$ cat config.mk
export PLATFORM = sky130hd
export DESIGN_NAME = alu_issue
export DESIGN_NICKNAME = d
export VERILOG_FILES = /design/src/rtl/alu_issue.sv
export SDC_FILE = /design/constraint.sdc
export NUM_CORES = 1
export LEC_CHECK = 0
export ABC_CLOCK_PERIOD_IN_PS = 1650
export CORE_MARGIN = 2
export CORE_UTILIZATION = 46
export CTS_CLUSTER_DIAMETER = 120
export CTS_CLUSTER_SIZE = 8
export DETAILED_ROUTE_END_ITERATION = 7
export PLACE_DENSITY = 0.85
export SYNTH_ARGS = -nofsm -noshare
export SYNTH_HDL_FRONTEND = slang
export SYNTH_SLANG_ARGS = --single-unit
$ cat constraint.sdc
create_clock -name clk -period 1.65 [get_ports clk]
set_input_delay 0.33 -clock clk [delete_from_list [all_inputs] [get_ports clk]]
set_output_delay 0.33 -clock clk [all_outputs]
set_load 0.02 [all_outputs]
$ cat src/rtl/alu_issue.sv
// alu_issue: request-side sequencer for the combinational alu.
//
// Accepts operation requests over a valid/ready handshake, holds the
// operands on the ALU inputs for one full cycle, then captures the ALU
// result, its flags and a sequence tag into a response FIFO. The FIFO is
// drained by a second valid/ready handshake.
//
// Handshake rule (both sides): a transfer happens at a rising clk edge
// where valid && ready are both 1. A valid source holds its payload until
// that edge. Here req_ready depends on registered state only.
//
// Parameters:
//   DEPTH  response FIFO entries (power of two, >= 2)
//   TAGW   sequence tag width
// Ports:
//   clk, rst_n                      clock, async active-low reset
//   req_valid/req_ready             request handshake
//   req_a, req_b, req_op            request operands and opcode
//   alu_a, alu_b, alu_op            registered ALU inputs
//   alu_x, alu_zero, alu_sign       ALU result and flags
//   rsp_valid/rsp_ready             response handshake
//   rsp_x, rsp_zero, rsp_sign       FIFO head result and flags
//   rsp_tag                         FIFO head sequence tag
//   count                           FIFO occupancy
module alu_issue #(
    parameter int DEPTH = 4,
    parameter int TAGW  = 8
) (
    input  logic                       clk,
    input  logic                       rst_n,
    input  logic                       req_valid,
    output logic                       req_ready,
    input  logic [31:0]                req_a,
    input  logic [31:0]                req_b,
    input  logic [5:0]                 req_op,
    output logic [31:0]                alu_a,
    output logic [31:0]                alu_b,
    output logic [5:0]                 alu_op,
    input  logic [31:0]                alu_x,
    input  logic                       alu_zero,
    input  logic                       alu_sign,
    output logic                       rsp_valid,
    input  logic                       rsp_ready,
    output logic [31:0]                rsp_x,
    output logic                       rsp_zero,
    output logic                       rsp_sign,
    output logic [TAGW-1:0]            rsp_tag,
    output logic [$clog2(DEPTH):0]     count
);

    localparam int AW = $clog2(DEPTH);
    localparam int CW = AW + 1;

    logic            iss_v;
    logic [TAGW-1:0] iss_tag;
    logic [TAGW-1:0] tag_cnt;

    logic [31:0]     fifo_x    [DEPTH];
    logic            fifo_zero [DEPTH];
    logic            fifo_sign [DEPTH];
    logic [TAGW-1:0] fifo_tag  [DEPTH];
    logic [AW-1:0]   wr_ptr;
    logic [AW-1:0]   rd_ptr;

    logic accept;
    logic push;
    logic pop;

    // The in-flight issue entry is counted as already occupying a slot, so
    // its capture one cycle later always finds room.
    assign req_ready = (count + CW'(iss_v)) < CW'(DEPTH);
    assign accept    = req_valid && req_ready;
    assign push      = iss_v;
    assign rsp_valid = (count != '0);
    assign pop       = rsp_valid && rsp_ready;

    assign rsp_x    = fifo_x[rd_ptr];
    assign rsp_zero = fifo_zero[rd_ptr];
    assign rsp_sign = fifo_sign[rd_ptr];
    assign rsp_tag  = fifo_tag[rd_ptr];

    // Issue register: operands only load on accept so the ALU inputs stay
    // quiet while idle.
    always_ff @(posedge clk or negedge rst_n) begin
        if (!rst_n) begin
            iss_v   <= 1'b0;
            iss_tag <= '0;
            tag_cnt <= '0;
            alu_a   <= '0;
            alu_b   <= '0;
            alu_op  <= '0;
        end else begin
            iss_v <= accept;
            if (accept) begin
                alu_a   <= req_a;
                alu_b   <= req_b;
                alu_op  <= req_op;
                iss_tag <= tag_cnt;
                tag_cnt <= tag_cnt + TAGW'(1);
            end
        end
    end

    // Response FIFO; entries reset to zero so the head is never X.
    always_ff @(posedge clk or negedge rst_n) begin
        if (!rst_n) begin
            for (int i = 0; i < DEPTH; i++) begin
                fifo_x[i]    <= '0;
                fifo_zero[i] <= 1'b0;
                fifo_sign[i] <= 1'b0;
                fifo_tag[i]  <= '0;
            end
            wr_ptr <= '0;
            rd_ptr <= '0;
            count  <= '0;
        end else begin
            if (push) begin
                fifo_x[wr_ptr]    <= alu_x;
                fifo_zero[wr_ptr] <= alu_zero;
                fifo_sign[wr_ptr] <= alu_sign;
                fifo_tag[wr_ptr]  <= iss_tag;
                wr_ptr            <= wr_ptr + AW'(1);
            end
            if (pop) begin
                rd_ptr <= rd_ptr + AW'(1);
            end
            case ({push, pop})
                2'b10:   count <= count + CW'(1);
                2'b01:   count <= count - CW'(1);
                default: count <= count;
            endcase
        end
    end

endmodule

# After elaboration in Yosys (flattened, before gate mapping)

Cells that the tools add are included.

Register bits after elaboration: 262
Bits of input ports: 108
Output and inout port bits: 117
Logic and storage cells: 67

Add/sub/neg operators: 6
Order comparisons: 4
Equal/unequal tests: 2
Mux-type cells: 23
Bitwise operators: 2
Reduce and logical (&&, ||, !) cells: 5

Operators by type and width:

| cell                | number |
|---|---|
| $bwmux 128          | 1 |
| $mux 32             | 3 |
| $bmux 32 s2         | 1 |
| $demux 32 s2        | 1 |
| $bwmux 32           | 1 |
| $mux 8              | 3 |
| $bmux 8 s2          | 1 |
| $demux 8 s2         | 1 |
| $add 8x1->8 const B | 1 |
| $bwmux 4            | 2 |
| $ge 3x3->1 const B  | 2 |
| $not 2->3           | 2 |
| $pmux 3 s2          | 1 |
| $mux 1              | 5 |
| $add 2x1->2 const B | 2 |
| $bmux 1 s2          | 2 |
| $add 3x1->3         | 1 |
| $add 3x1->3 const B | 1 |
| $logic_and 1x1->1   | 3 |
| $lt 3x1->1 const B  | 1 |
| $lt 3x3->1 const B  | 1 |
| $reduce_bool 3->1   | 1 |
| $sub 3x1->3 const B | 1 |
| $demux 1 s2         | 1 |
| other kinds (3)     | 3 |

# Depth between registers and ports, before layout

Word-level depth: 6
Gate-level depth with buffers: 8
Mapped depth without buffers: 8

# Worst setup path before layout

Ideal clock, no wire load.

Kind: register to register
Start: reg count[0]
End: reg count[2]
Library setup time: 0.135 ns
Arrival time: 1.958 ns
Data required time: 1.515 ns
Setup slack: -0.443 ns
Cell stages (with the launch flop): 9
Path buffers: 0
Clock period less this slack: 2.093 ns
Cell sequence: dfrtp_1 -> or3_1 -> and2_1 -> ha_1 -> inv_1 -> fa_1 -> xor2_1 -> nor2_1 -> xor2_1

Word-level cells in the longest chain between the ends: 4
Elaborated cells between the ends (all ways): 8
Those cells by class: add/sub: 2; eq/ne: 2; mux: 1; reduce/logical: 3

RTL lines:

| element                                                | line | text |
|---|---|---|
| start: declaration                                     | 48   | `output logic [$clog2(DEPTH):0] count` |
| start signal: assignment                               | 128  | `2'b10: count <= count + CW'(1);` |
| start signal: assignment                               | 129  | `2'b01: count <= count - CW'(1);` |
| start signal: assignment                               | 130  | `default: count <= count;` |
| $reduce_bool 3->1 *                                    | 74   | `assign rsp_valid = (count != '0);` |
| net rsp_valid                                          | 42   | `output logic rsp_valid,` |
| $logic_and 1x1->1 *                                    | 75   | `assign pop = rsp_valid && rsp_ready;` |
| net pop                                                | 67   | `logic pop;` |
| $eq 2x1->1 / $eq 2x2->1 (equally long branches)        | 127  | `case ({push, pop})` |
| $pmux 3 s2 / $reduce_bool 2->1 (equally long branches) | --   |  |

The timed path passes the listed nets; every way through them passes the cells marked *.
A chain may end at the register's enable or synchronous reset.

# Worst setup path in the final report

Start: reg rd_ptr[0]
End: out rsp_x[0]

Word-level cells in the longest chain between the ends: 4

RTL lines:

| element                                    | line | text |
|---|---|---|
| start: declaration                         | 63   | `logic [AW-1:0] rd_ptr;` |
| start signal: assignment                   | 125  | `rd_ptr <= rd_ptr + AW'(1);` |
| $not 2->3 (implied by the code)            | 77   | `assign rsp_x = fifo_x[rd_ptr];` |
| $bmux 32 s2                                | 77   |  |
| $mux 32 (implied by the code) (2 in a row) | 77   |  |
| end: declaration                           | 44   | `output logic [31:0] rsp_x,` |

Every way passes these cells. The select of a mux whose other input is x is not followed.

==> run_results.csv <==
group,metric,value,unit
floorplan,initial_core_util,46.5,%
route,wirelength,26500,um
placed_design,hpwlAfterDp,16400,um
run_status,violations,"setup timing",
cts,cts_root_buf,"clkbuf_16",
cts,cts_max_path_buffers,3,
global_routing,grt_pass1_vias,7516,
route,dr.pass1.iters,4,
synth,syn_inst,638,
setup_path,cp_data_arrival_time,1.88,ns
setup_path,cp_slowest_cell,"mux4_2",
placed_design,dpl_cell_area,14000,um^2
final_layout,finish.instance_area,15700,um^2
synth,syn_avg_cell_area,17.0,um^2
global_routing,gr-total-overflow,0,
timing,tightest_slew,0.405,ns
timing,setup_violations,117,
global_routing,antenna_found_initial,2,
placed_design,port_buffers,224,
synth,yosysSeqAreaShare,60.5,%
synth,ys_warn_count,0,
floorplan,pin_count,225,
floorplan,coreArea,23300,um^2
timing,fmax,453,MHz
pwr,total_power,34.8,mW
synth,synth_common_cells,"dfrtp_1 (262), mux2_2 (247), mux4_2 (42), buf_1 (16), buf_2 (10)",
min_path,holdCritPathClass,"in -> async",
timing,fin_skew,0.0137,ns
cts,clock_sinks,262,
run_status,status,"complete, but fails checks",
timing,setup_ws,-0.558,ns
timing,fin_crit,2.21,ns
synth,netlist_area,10800,um^2
route,drc,0,
synth,synth_cell_types,25,
floorplan,die_height,158,um
synth,synth_ff_type,"dfrtp_1",
setup_path,crit_type,"reg -> out",
setup_path,required,1.32,ns
timing,hold_viol_final,0,
final_layout,area_growth,45.0,%
global_routing,grt_util_all_layers,21.9,%
synth,synth_top_area_share,60.5,%
setup_path,cp-end-kind,"output pin",
cts,cts_tree,"built",
timing,period_share,134,%
floorplan,die_w,158,um
timing,rsz0062_at_grt,"yes",
pwr,power_density,2210,nW/um^2
floorplan,rows,56,
floorplan,fp.dieArea,24800,um^2
setup_path,max_stage_delay,0.55,ns
synth,synth_async_sr_flop_share,100,%
synth,ys_ff_latch,262,
job,maxCapViolCount,0,
cts,ctsHtreeMaxLevel,2,
final_layout,drive_gt1_share,49.9,%
route,ant_nets,0,
synth,synth_edf_count,0,
timing,slew_viol_final,0,
global_routing,grt_max_degree,47,
route,vias,6623,
placed_design,finalWeightedCongestion,0.746,
cts,clkLatencyLatePin,0.50,ns
cts,clk_pin_slew,0.05,ns
synth,synth_most_common_cell,"dfrtp_1",
route,drtIter0Drc,213,
cts,cts_made_buffers,38,
setup_path,crit_fanout,8,
setup_path,start_kind,"flip-flop",
pwr,ir_worst_vdd,1.33,mV
setup_path,crit_chain,"buf_4 -> buf_12 -> mux4_2 -> buf_6",
synth,yosysTopAreaCell,"dfrtp_1",
placed_design,pre_cts_slack,-0.464,ns
setup_path,crit_start,"rd_ptr[0]",
synth,synth_area_leaders,"dfrtp_1 (60%), mux2_2 (26%), mux4_2 (8.7%)",
timing,slew_headroom,73.0,%
route,wl_per_cell,20.9,um
route,vias_per_cell,5.24,
setup_path,r2r_start,"count[2]",
global_routing,grt_pass1_wl,41800,um
pwr,p_leak,7.03,nW
final_layout,finalNetCount,1052,
timing,tns,-29.84,ns
synth,syn_nets,753,
[placed cells by master, fill, tap and decap left out, types with 5 or more instances in the layout]
cell type,Yosys,routed
buf_6,1,42
mux2_2,247,168
mux4_2,42,42
ha_1,6,5
xor2_1,5,5
dfrtp_1,262,257
mux2_4,0,79
clkbuf_16,0,41
dfrtp_2,0,5
buf_4,4,26
dlygate4sd2_1,0,70
clkdlybuf4s50_1,0,106
inv_1,6,5
buf_8,0,10
xnor2_1,9,8
buf_12,0,25
buf_16,0,6
buf_2,10,9
[critical path, delay by kind of cell (launching register included)]
family / cells / cell delay [ns]
mux: 1 / 0.55
flops: 1 / 0.40
buf+inv: 3 / 0.44
[logic make-up after synthesis]
group,Yosys count,share of synthesized area (%)
muxes,291,34.7
DFF,262,60.5
buffers and inverters,42,1.78
and+or+nand+nor,21,1.03
xor gates and xnor gates,14,1.13
adders and majority gates,7,0.877
AOI/OAI and AO/OA,1,0.0461
[layout make-up]
type / instances / area [um^2]
Tap cell: 319 / 399
Antenna cell: 2 / 5.00
Sequential cell: 262 / 6560
Timing Repair Buffer: 295 / 3210
Multi-Input combinational cell: 334 / 4470
Clock buffer: 45 / 1050
Inverter: 6 / 22.5
Fill cell: 1571 / 7610
[per-stage QoR]
stage	hold slack [ns]	util [%]	cells
after floorplan	0.0344	-	638
after global placement	0.270	60.2	1197
after detailed placement	0.265	60.2	1197
after CTS	0.339	67.6	1263
after global routing	0.375	67.4	1262
final	0.345	67.4	1263
[per-layer routing]
| layer | vias up | part of all wire [%] | GRT usage (%) |
|---|---|---|---|
| met5 | - | 0 | 0 |
| met3 | 42 | 6.7 | 6.17 |
| met2 | 213 | 51 | 37.2 |
| met4 | 0 | 1.9 | 6.71 |
| li1 | 2910 | - | - |
| met1 | 3458 | 41 | 27.5 |
[registers in the layout, indices dropped and copies added (netlist names)]
name,flops
iss_tag,8
fifo_sign,4
fifo_x,128
tag_cnt,8
iss_v,1
wr_ptr,2
rd_ptr,2
alu_op,6
alu_b,32
fifo_tag,32
alu_a,32
count,3
fifo_zero,4
[final timing paths]
check	end	slack [ns]	cells past startpoint
setup / recovery	rsp_x[0]	-0.56	4
max in group asynchronous	fifo_x[27]	0.72	3
setup reg to reg	count[2]	-0.19	8
min in group clk	alu_b[31]	0.44	2
hold reg to reg	tag_cnt[7]	0.47	1
hold / removal	fifo_x[111]	0.35	2
[repair_timing]
action | 4_1_cts | 5_1_grt
setup endpoints to repair | 200 | 132
pin swaps | 3 | 5
cloned | 8 | 0
hold endpoints to repair | 33 | 0
resized for setup | 427 | 12
hold buffers | 1 | 0
setup buffers | 12 | 5
[where the power goes]
group | switching, mW | total, mW | internal [mW]
Clock | 2.58 | 6.97 | 4.39
Sequential | 1.80 | 11.3 | 9.54
Combinational | 6.97 | 16.4 | 9.47
No activity file was read; power rests on OpenSTA's default activity.
